$ cat config.mk
export PLATFORM = sky130hd
export DESIGN_NAME = adc_acq_sequencer_flat
export DESIGN_NICKNAME = d
export VERILOG_FILES = /design/src/rtl/adc_acq_sequencer_if.sv /design/src/rtl/adc_acq_sequencer.sv /design/src/flat_wrapper.sv
export SDC_FILE = /design/constraint.sdc
export NUM_CORES = 1
export LEC_CHECK = 0
export BUFFER_PORTS_ARGS = -buffer_cell sky130_fd_sc_hd__buf_2
export CAP_MARGIN = 10
export CORE_MARGIN = 3
export CORE_UTILIZATION = 33
export CTS_BUF_LIST = sky130_fd_sc_hd__clkbuf_4 sky130_fd_sc_hd__clkbuf_8
export CTS_CLUSTER_SIZE = 24
export DETAILED_ROUTE_END_ITERATION = 6
export PLACE_DENSITY = 0.54
export SETUP_SLACK_MARGIN = 0.4
export SLEW_MARGIN = 20
export SYNTH_ARGS = -nofsm -noshare
export SYNTH_HDL_FRONTEND = slang
export SYNTH_SLANG_ARGS = --single-unit
$ cat constraint.sdc
create_clock -name aclk -period 4.6 [get_ports aclk]
set_input_delay 0 -clock aclk [delete_from_list [all_inputs] [get_ports aclk]]
set_output_delay 0 -clock aclk [all_outputs]
set_load 0.05 [all_outputs]
$ cat src/rtl/adc_acq_sequencer_if.sv
// Control, configuration and status bundle between the register file /
// conversion-trigger path (master) and the acquisition sequencer (slave).
//
// Handshake semantics: there is no valid/ready flow control on this bus.
// start, abort and sample_valid are single-cycle pulses sampled on aclk.
// done and aborted are single-cycle pulses. last is combinational and is
// valid only in the same cycle as a sample_valid pulse. Config fields are
// sampled only in the cycle an accepted start is seen.
interface adc_acq_sequencer_if #(
   parameter int CNT_W   = 32,
   parameter int FRAME_W = 16
);
   logic               start;
   logic               abort;
   logic [CNT_W-1:0]   frame_len;
   logic [FRAME_W-1:0] frame_count;
   logic [CNT_W-1:0]   holdoff;
   logic               sample_valid;
   logic               run;
   logic               last;
   logic               busy;
   logic               done;
   logic               aborted;
   logic               cfg_err;
   logic               overrun;
   logic [FRAME_W-1:0] frame_idx;
   logic [CNT_W-1:0]   sample_idx;
   logic [1:0]         dbg_state;

   modport master (
      output start, abort, frame_len, frame_count, holdoff, sample_valid,
      input  run, last, busy, done, aborted, cfg_err, overrun,
             frame_idx, sample_idx, dbg_state
   );

   modport slave (
      input  start, abort, frame_len, frame_count, holdoff, sample_valid,
      output run, last, busy, done, aborted, cfg_err, overrun,
             frame_idx, sample_idx, dbg_state
   );
endinterface

$ cat src/rtl/adc_acq_sequencer.sv
// Frame-based ADC acquisition sequencer. Gates the conversion engine with
// run, counts samples per frame, flags the last sample of each frame for the
// DMA path, and repeats frames with a programmable hold-off gap.
module adc_acq_sequencer #(
   parameter int CNT_W   = 32,
   parameter int FRAME_W = 16
) (
   input logic                aclk,
   input logic                areset,
   adc_acq_sequencer_if.slave bus
);

   typedef enum logic [1:0] {
      ST_IDLE    = 2'd0,
      ST_RUN     = 2'd1,
      ST_HOLDOFF = 2'd2,
      ST_DONE    = 2'd3
   } state_t;

   localparam logic [CNT_W-1:0]   CNT_ONE   = CNT_W'(1);
   localparam logic [FRAME_W-1:0] FRAME_ONE = FRAME_W'(1);

   state_t             state;
   logic [CNT_W-1:0]   len_q;
   logic [FRAME_W-1:0] count_q;
   logic [CNT_W-1:0]   holdoff_q;
   logic [CNT_W-1:0]   hold_cnt;
   logic [CNT_W-1:0]   sample_idx;
   logic [FRAME_W-1:0] frame_idx;
   logic               run_q;
   logic               busy_q;
   logic               done_q;
   logic               aborted_q;
   logic               cfg_err_q;
   logic               overrun_q;
   logic               abort_hit;
   logic               sample_hit;
   logic               last_hit;
   logic [FRAME_W-1:0] frame_next;

   // Abort only acts outside IDLE; a sample in the abort cycle is dropped.
   assign abort_hit  = bus.abort && (state != ST_IDLE);
   assign sample_hit = bus.sample_valid && (state == ST_RUN) && !bus.abort;
   assign last_hit   = sample_hit && (sample_idx == len_q - CNT_ONE);
   assign frame_next = frame_idx + FRAME_ONE;

   // Sequencer FSM with registered status outputs.
   always_ff @(posedge aclk or posedge areset) begin
      if (areset) begin
         state      <= ST_IDLE;
         len_q      <= '0;
         count_q    <= '0;
         holdoff_q  <= '0;
         hold_cnt   <= '0;
         sample_idx <= '0;
         frame_idx  <= '0;
         run_q      <= 1'b0;
         busy_q     <= 1'b0;
         done_q     <= 1'b0;
         aborted_q  <= 1'b0;
         cfg_err_q  <= 1'b0;
         overrun_q  <= 1'b0;
      end else begin
         done_q    <= 1'b0;
         aborted_q <= 1'b0;

         if (abort_hit) begin
            state      <= ST_IDLE;
            run_q      <= 1'b0;
            busy_q     <= 1'b0;
            aborted_q  <= 1'b1;
            sample_idx <= '0;
            frame_idx  <= '0;
         end else begin
            case (state)
               ST_IDLE: begin
                  if (bus.start && !bus.abort) begin
                     if (bus.frame_len != '0) begin
                        len_q      <= bus.frame_len;
                        count_q    <= bus.frame_count;
                        holdoff_q  <= bus.holdoff;
                        sample_idx <= '0;
                        frame_idx  <= '0;
                        cfg_err_q  <= 1'b0;
                        overrun_q  <= 1'b0;
                        run_q      <= 1'b1;
                        busy_q     <= 1'b1;
                        state      <= ST_RUN;
                     end else begin
                        cfg_err_q <= 1'b1;
                     end
                  end
               end
               ST_RUN: begin
                  if (last_hit) begin
                     sample_idx <= '0;
                     frame_idx  <= frame_next;
                     if ((count_q != '0) && (frame_next == count_q)) begin
                        state  <= ST_DONE;
                        run_q  <= 1'b0;
                        done_q <= 1'b1;
                     end else if (holdoff_q != '0) begin
                        state    <= ST_HOLDOFF;
                        run_q    <= 1'b0;
                        hold_cnt <= holdoff_q;
                     end
                  end else if (sample_hit) begin
                     sample_idx <= sample_idx + CNT_ONE;
                  end
               end
               ST_HOLDOFF: begin
                  // Leaving when the counter shows 1 keeps run low exactly holdoff cycles.
                  if (hold_cnt == CNT_ONE) begin
                     state <= ST_RUN;
                     run_q <= 1'b1;
                  end else begin
                     hold_cnt <= hold_cnt - CNT_ONE;
                  end
               end
               ST_DONE: begin
                  state  <= ST_IDLE;
                  busy_q <= 1'b0;
               end
               default: state <= ST_IDLE;
            endcase
         end

         // A sample outside RUN is stray; this set overrides a same-cycle start clear.
         if (bus.sample_valid && (state != ST_RUN)) begin
            overrun_q <= 1'b1;
         end
      end
   end

   assign bus.run        = run_q;
   assign bus.last       = last_hit;
   assign bus.busy       = busy_q;
   assign bus.done       = done_q;
   assign bus.aborted    = aborted_q;
   assign bus.cfg_err    = cfg_err_q;
   assign bus.overrun    = overrun_q;
   assign bus.frame_idx  = frame_idx;
   assign bus.sample_idx = sample_idx;
   assign bus.dbg_state  = state;

endmodule

$ cat src/flat_wrapper.sv
// flat-port wrapper written by rule: the top's interface ports become plain ports
module adc_acq_sequencer_flat 
#(
   parameter int CNT_W   = 32,
   parameter int FRAME_W = 16
)
  (aclk, areset, bus_start, bus_abort, bus_frame_len, bus_frame_count, bus_holdoff, bus_sample_valid, bus_run, bus_last, bus_busy, bus_done, bus_aborted, bus_cfg_err, bus_overrun, bus_frame_idx, bus_sample_idx, bus_dbg_state);
  adc_acq_sequencer_if #(.CNT_W(CNT_W), .FRAME_W(FRAME_W)) bus_i ();
  input logic aclk;
  input logic areset;
  input wire logic [$bits(bus_i.start)-1:0] bus_start;
  input wire logic [$bits(bus_i.abort)-1:0] bus_abort;
  input wire logic [$bits(bus_i.frame_len)-1:0] bus_frame_len;
  input wire logic [$bits(bus_i.frame_count)-1:0] bus_frame_count;
  input wire logic [$bits(bus_i.holdoff)-1:0] bus_holdoff;
  input wire logic [$bits(bus_i.sample_valid)-1:0] bus_sample_valid;
  output wire logic [$bits(bus_i.run)-1:0] bus_run;
  output wire logic [$bits(bus_i.last)-1:0] bus_last;
  output wire logic [$bits(bus_i.busy)-1:0] bus_busy;
  output wire logic [$bits(bus_i.done)-1:0] bus_done;
  output wire logic [$bits(bus_i.aborted)-1:0] bus_aborted;
  output wire logic [$bits(bus_i.cfg_err)-1:0] bus_cfg_err;
  output wire logic [$bits(bus_i.overrun)-1:0] bus_overrun;
  output wire logic [$bits(bus_i.frame_idx)-1:0] bus_frame_idx;
  output wire logic [$bits(bus_i.sample_idx)-1:0] bus_sample_idx;
  output wire logic [$bits(bus_i.dbg_state)-1:0] bus_dbg_state;
  assign bus_i.start = bus_start;
  assign bus_i.abort = bus_abort;
  assign bus_i.frame_len = bus_frame_len;
  assign bus_i.frame_count = bus_frame_count;
  assign bus_i.holdoff = bus_holdoff;
  assign bus_i.sample_valid = bus_sample_valid;
  assign bus_run = bus_i.run;
  assign bus_last = bus_i.last;
  assign bus_busy = bus_i.busy;
  assign bus_done = bus_i.done;
  assign bus_aborted = bus_i.aborted;
  assign bus_cfg_err = bus_i.cfg_err;
  assign bus_overrun = bus_i.overrun;
  assign bus_frame_idx = bus_i.frame_idx;
  assign bus_sample_idx = bus_i.sample_idx;
  assign bus_dbg_state = bus_i.dbg_state;
  adc_acq_sequencer #(.CNT_W(CNT_W), .FRAME_W(FRAME_W)) u_core (.aclk(aclk), .areset(areset), .bus(bus_i));
endmodule
==> impl_summary.md <==
Outcome
The flow ran to the end, and the final reports show no timing, DRC or antenna violations.

Yosys
The top cell type by total area after synthesis is sky130_fd_sc_hd__dfrtp_1. Yosys printed 0 warnings. After synthesis the netlist holds a flip-flop and latch count of 168.

The sequential-to-total area share from yosys stat is 43.4%. By area the synthesized netlist is led by sky130_fd_sc_hd__dfrtp_1 43%, sky130_fd_sc_hd__mux2_2 9.5%, sky130_fd_sc_hd__xnor2_1 5.6%. The number of nets in the synthesized netlist is 1109. The synthesized netlist contains 64 unique library cells. The area share of the largest cell type after synthesis is 43.4%. Dividing the synthesized area by the synthesized cell count gives 9.54 um^2. After synthesis, the most frequently instantiated cells are 168 x sky130_fd_sc_hd__dfrtp_1, 102 x sky130_fd_sc_hd__nor2_1, 82 x sky130_fd_sc_hd__mux2_2.

The mapped cell area is 0.00969 mm^2. In the synthesized netlist, the number of instances is 1015. The number of enable-type register cells in the synthesized netlist is 0. Among all flip-flop cells after synthesis, the most frequent one is sky130_fd_sc_hd__dfrtp_1. For this run, asynchronously set or reset flops after synthesis account for 100%. Among all cell types in the netlist, the one instantiated most often is sky130_fd_sc_hd__dfrtp_1.

Pwr
The overall power consumption is 0.00663 W. Per report_power, the clock group accounts for 16.6% of the total. Summed over all nets, the switching power comes to 0.00289 W. The power density over the cells is 549 mW/mm^2. The register share of total power is 39.4%. The peak supply drop is 0.000233 V. The internal cell power is 0.00374 W.

The combinational share of power is 44.1%. The leakage power is 4.99 nW. Net switching is 43.6% of the power.

CTS
Clock-pin slew was measured on the worst setup and hold paths at 90 ps. The number of levels the H-tree was split into is 4. The number of buffers created by CTS is 17. The tree is rooted in a sky130_fd_sc_hd__clkbuf_8. The largest buffer count on any clock path is 2.

TritonCTS built the clock tree. The clock latency reported for the late side of the worst-skew pair is 470 ps. For this design, the sink count on the clock tree is 168.

Global routing
Entering global routing, the biggest net connects 97 pins. The total routing resource utilization after global routing is 18.5%. The total overflow left after global routing is 0.

The number of antenna violations at the first check in global routing came to 0. The first global-routing pass estimated 46.6 mm of wire. The via count of the first global-routing pass is 8557.

Floorplan
After floorplanning, the core was divided into 62 placement rows. The die span in x is 177 um. Once the floorplan was initialized, standard cells occupied 33.7% of the core. The die is 177 um tall. The die footprint is 0.0314 mm^2. The placeable core area is 0.0288 mm^2. The count of pins on the block boundary is 142.

STA
The final clock period utilization by the worst path is 86.2%. The top achievable clock speed is 252 MHz. Hold timing on the final database bottoms out at a slack of 20.6 ps. The final hold violation count is 0. The worst slew margin relative to its limit is 39.1%. The transition at the pin with the smallest max-transition slack is 912 ps. The total of endpoints with negative setup slack in the final report is 0. Setup repair after global routing left no endpoint under its margin. Between clock sinks in the finished design, the worst skew comes to 15.4 ps.

The count of pins over their slew limit was 0. For the final routed database, the setup TNS stands at 0 ps. The final worst slack is 637 ps.

The routed design could run at a clock period as short as 3960 ps.

Job
Max-cap violations in this run came to 0.

Placed design
The worst slack at placement is 428 ps. Port buffering added 141 buffers. Once detailed placement completed, the half-perimeter wirelength came to 20.2 mm. The congestion estimate from routability-driven global placement came to 0.845.

Routing
Dividing the detail-routed wire length by the instance count gives 18.0 um. For this run, design rule violations remaining after detail routing come to 0. In this run the remaining antenna-violating nets after routing total 0. The final layout contains routed wiring with a total length of 29.1 mm. After detailed routing, the number of vias per cell comes to 5.43. Across all layers, the routed design uses 8779 vias.

The first detailed-routing pass took 5 iterations. The number of violations reported at the end of detailed-routing iteration 0 is 667.

Final layout
The share of post-route cells with drive strength above 1 is 23.5%. Relative to the synthesized area, the layout overhead comes to 24.6%. The total number of nets in the final design is 1316. Once layout is complete, the utilization of the core stands at 41.9%. The diode insertion count for antenna repair is 0.

Setup path
Of all nets on the critical path, the largest fanout is 12. The arrival time of data at the critical path endpoint is 4310 ps. The critical path class is register to register. On the critical path, the stage with the largest delay is an instance of sky130_fd_sc_hd__or4_1. The worst setup path is captured at a register. For this run, the slowest stage of the critical path takes 600 ps. The critical path goes through ha_1, nand4_1, or2_2, xnor2_1, o311a_1, or4_1, and2_1, a21oi_4, nor2_1, a311o_1. The data required time of the critical path is 4950 ps. The kind of start point of the critical path is a register.

Hold path
In this run the worst hold path is classified as primary input to register.
==> timing repair <==
action	in CTS	in global routing
endpoints found under the setup margin	1	34
hold endpoints to repair	99	0
setup buffers	0	3
pin swaps	0	3
gates resized for setup	1	4
hold buffers	83	0
==> sequential cells by signal, summed over array words and instances, names as in the netlist <==
signal / count
u_core.bus.dbg_state: 2
u_core.bus.cfg_err: 1
u_core.hold_cnt: 32
u_core.bus.run: 1
u_core.bus.sample_idx: 32
u_core.bus.aborted: 1
u_core.len_q: 32
u_core.bus.overrun: 1
u_core.bus.busy: 1
u_core.bus.done: 1
u_core.count_q: 16
u_core.holdoff_q: 32
u_core.bus.frame_idx: 16
==> power by group through the flow <==
stage	registers [W]	logic (W)	clock network (W)
2_1_floorplan	0.00249	0.00216	0
3_3_place_gp	0.00262	0.00280	0
3_5_place_dp	0.00263	0.00284	0
4_1_cts	0.00260	0.00291	0.00112
5_1_grt	0.00269	0.00324	0.00118
6_report	0.00261	0.00292	0.00110
==> layout make-up <==
cell class	count	area, um^2
multi-input combinational	775	5230
fill	2810	16700
tap	384	480
clock inverter	13	145
inverter	17	67.6
sequential	168	4200
clock buffer	18	241
timing repair buffer	243	1700
==> cells in the final DEF (no fill, tap or decap), drive strengths merged, types with 12 or more instances in the layout <==
cell | Yosys | routed
dlygate4sd3 | 0 | 83
clkbuf | 43 | 19
nor4 | 43 | 43
o2111ai | 12 | 12
nand4 | 30 | 30
nor2 | 102 | 102
mux2 | 84 | 84
a31oi | 23 | 23
a21oi | 44 | 44
inv | 17 | 20
or4 | 12 | 12
buf | 12 | 159
nand2 | 44 | 44
o21ai | 59 | 59
xor2 | 35 | 35
dfrtp | 168 | 168
xnor2 | 62 | 62
nor3 | 51 | 51
nand3 | 48 | 48
==> worst paths after layout <==
| check | startpoint | end | slack, ps | depth (start not counted) |
|---|---|---|---|---|
| worst max register to register | u_core.bus.frame_idx[0] | u_core.hold_cnt[0] | 640 | 10 |
| worst min-delay path | bus_start | u_core.bus.cfg_err | 20 | 4 |
| max in group asynchronous | areset | u_core.count_q[12] | 3440 | 4 |
| worst min register to register | u_core.bus.overrun | u_core.bus.overrun | 510 | 1 |
| min in group asynchronous | areset | u_core.hold_cnt[19] | 70 | 3 |
| worst max-delay path | u_core.bus.frame_idx[0] | u_core.hold_cnt[0] | 640 | 10 |
==> logic make-up (layout without fill, tap and decap cells) <==
group           after synthesis  count (layout)  synth area share [%]
xor+xnor                     97              97                  8.77
buf+inv                      72             291                  3.01
compound gates              193             193                  12.6
flops                       168             168                  43.4
mux                          90              90                  10.4
simple gates                386             386                  20.7
fa+ha+maj                     9               9                  1.16
==> metal layers <==
| layer | part of all wire, % | global-route usage [%] | routed length (um) | vias up |
|---|---|---|---|---|
| met5 | 0 | 0 | 0 | - |
| met2 | 49 | 31.5 | 14300 | 236 |
| met4 | 1.3 | 4.02 | 384 | 0 |
| met1 | 46 | 25.0 | 13300 | 4329 |
| li1 | - | - | - | 4185 |
| met3 | 3.9 | 2.76 | 1140 | 29 |
==> stage by stage <==
stage,instances,cell area [um^2]
2_1_floorplan,1015,9690
3_3_place_gp,1501,10800
3_5_place_dp,1501,10800
4_1_cts,1615,12000
5_1_grt,1618,12100
6_report,1618,12100
==> critical path, delay by kind of cell, from the launching register on <==
family                   cells  cell delay, ps
adder cells (fa/ha/maj)      1             400
flip-flops                   1             500
XOR/XNOR                     1             140
AO/OA/AOI/OAI                3            1060
AND/OR/NAND/NOR              5            1760
No activity file was read; power rests on OpenSTA's default activity.
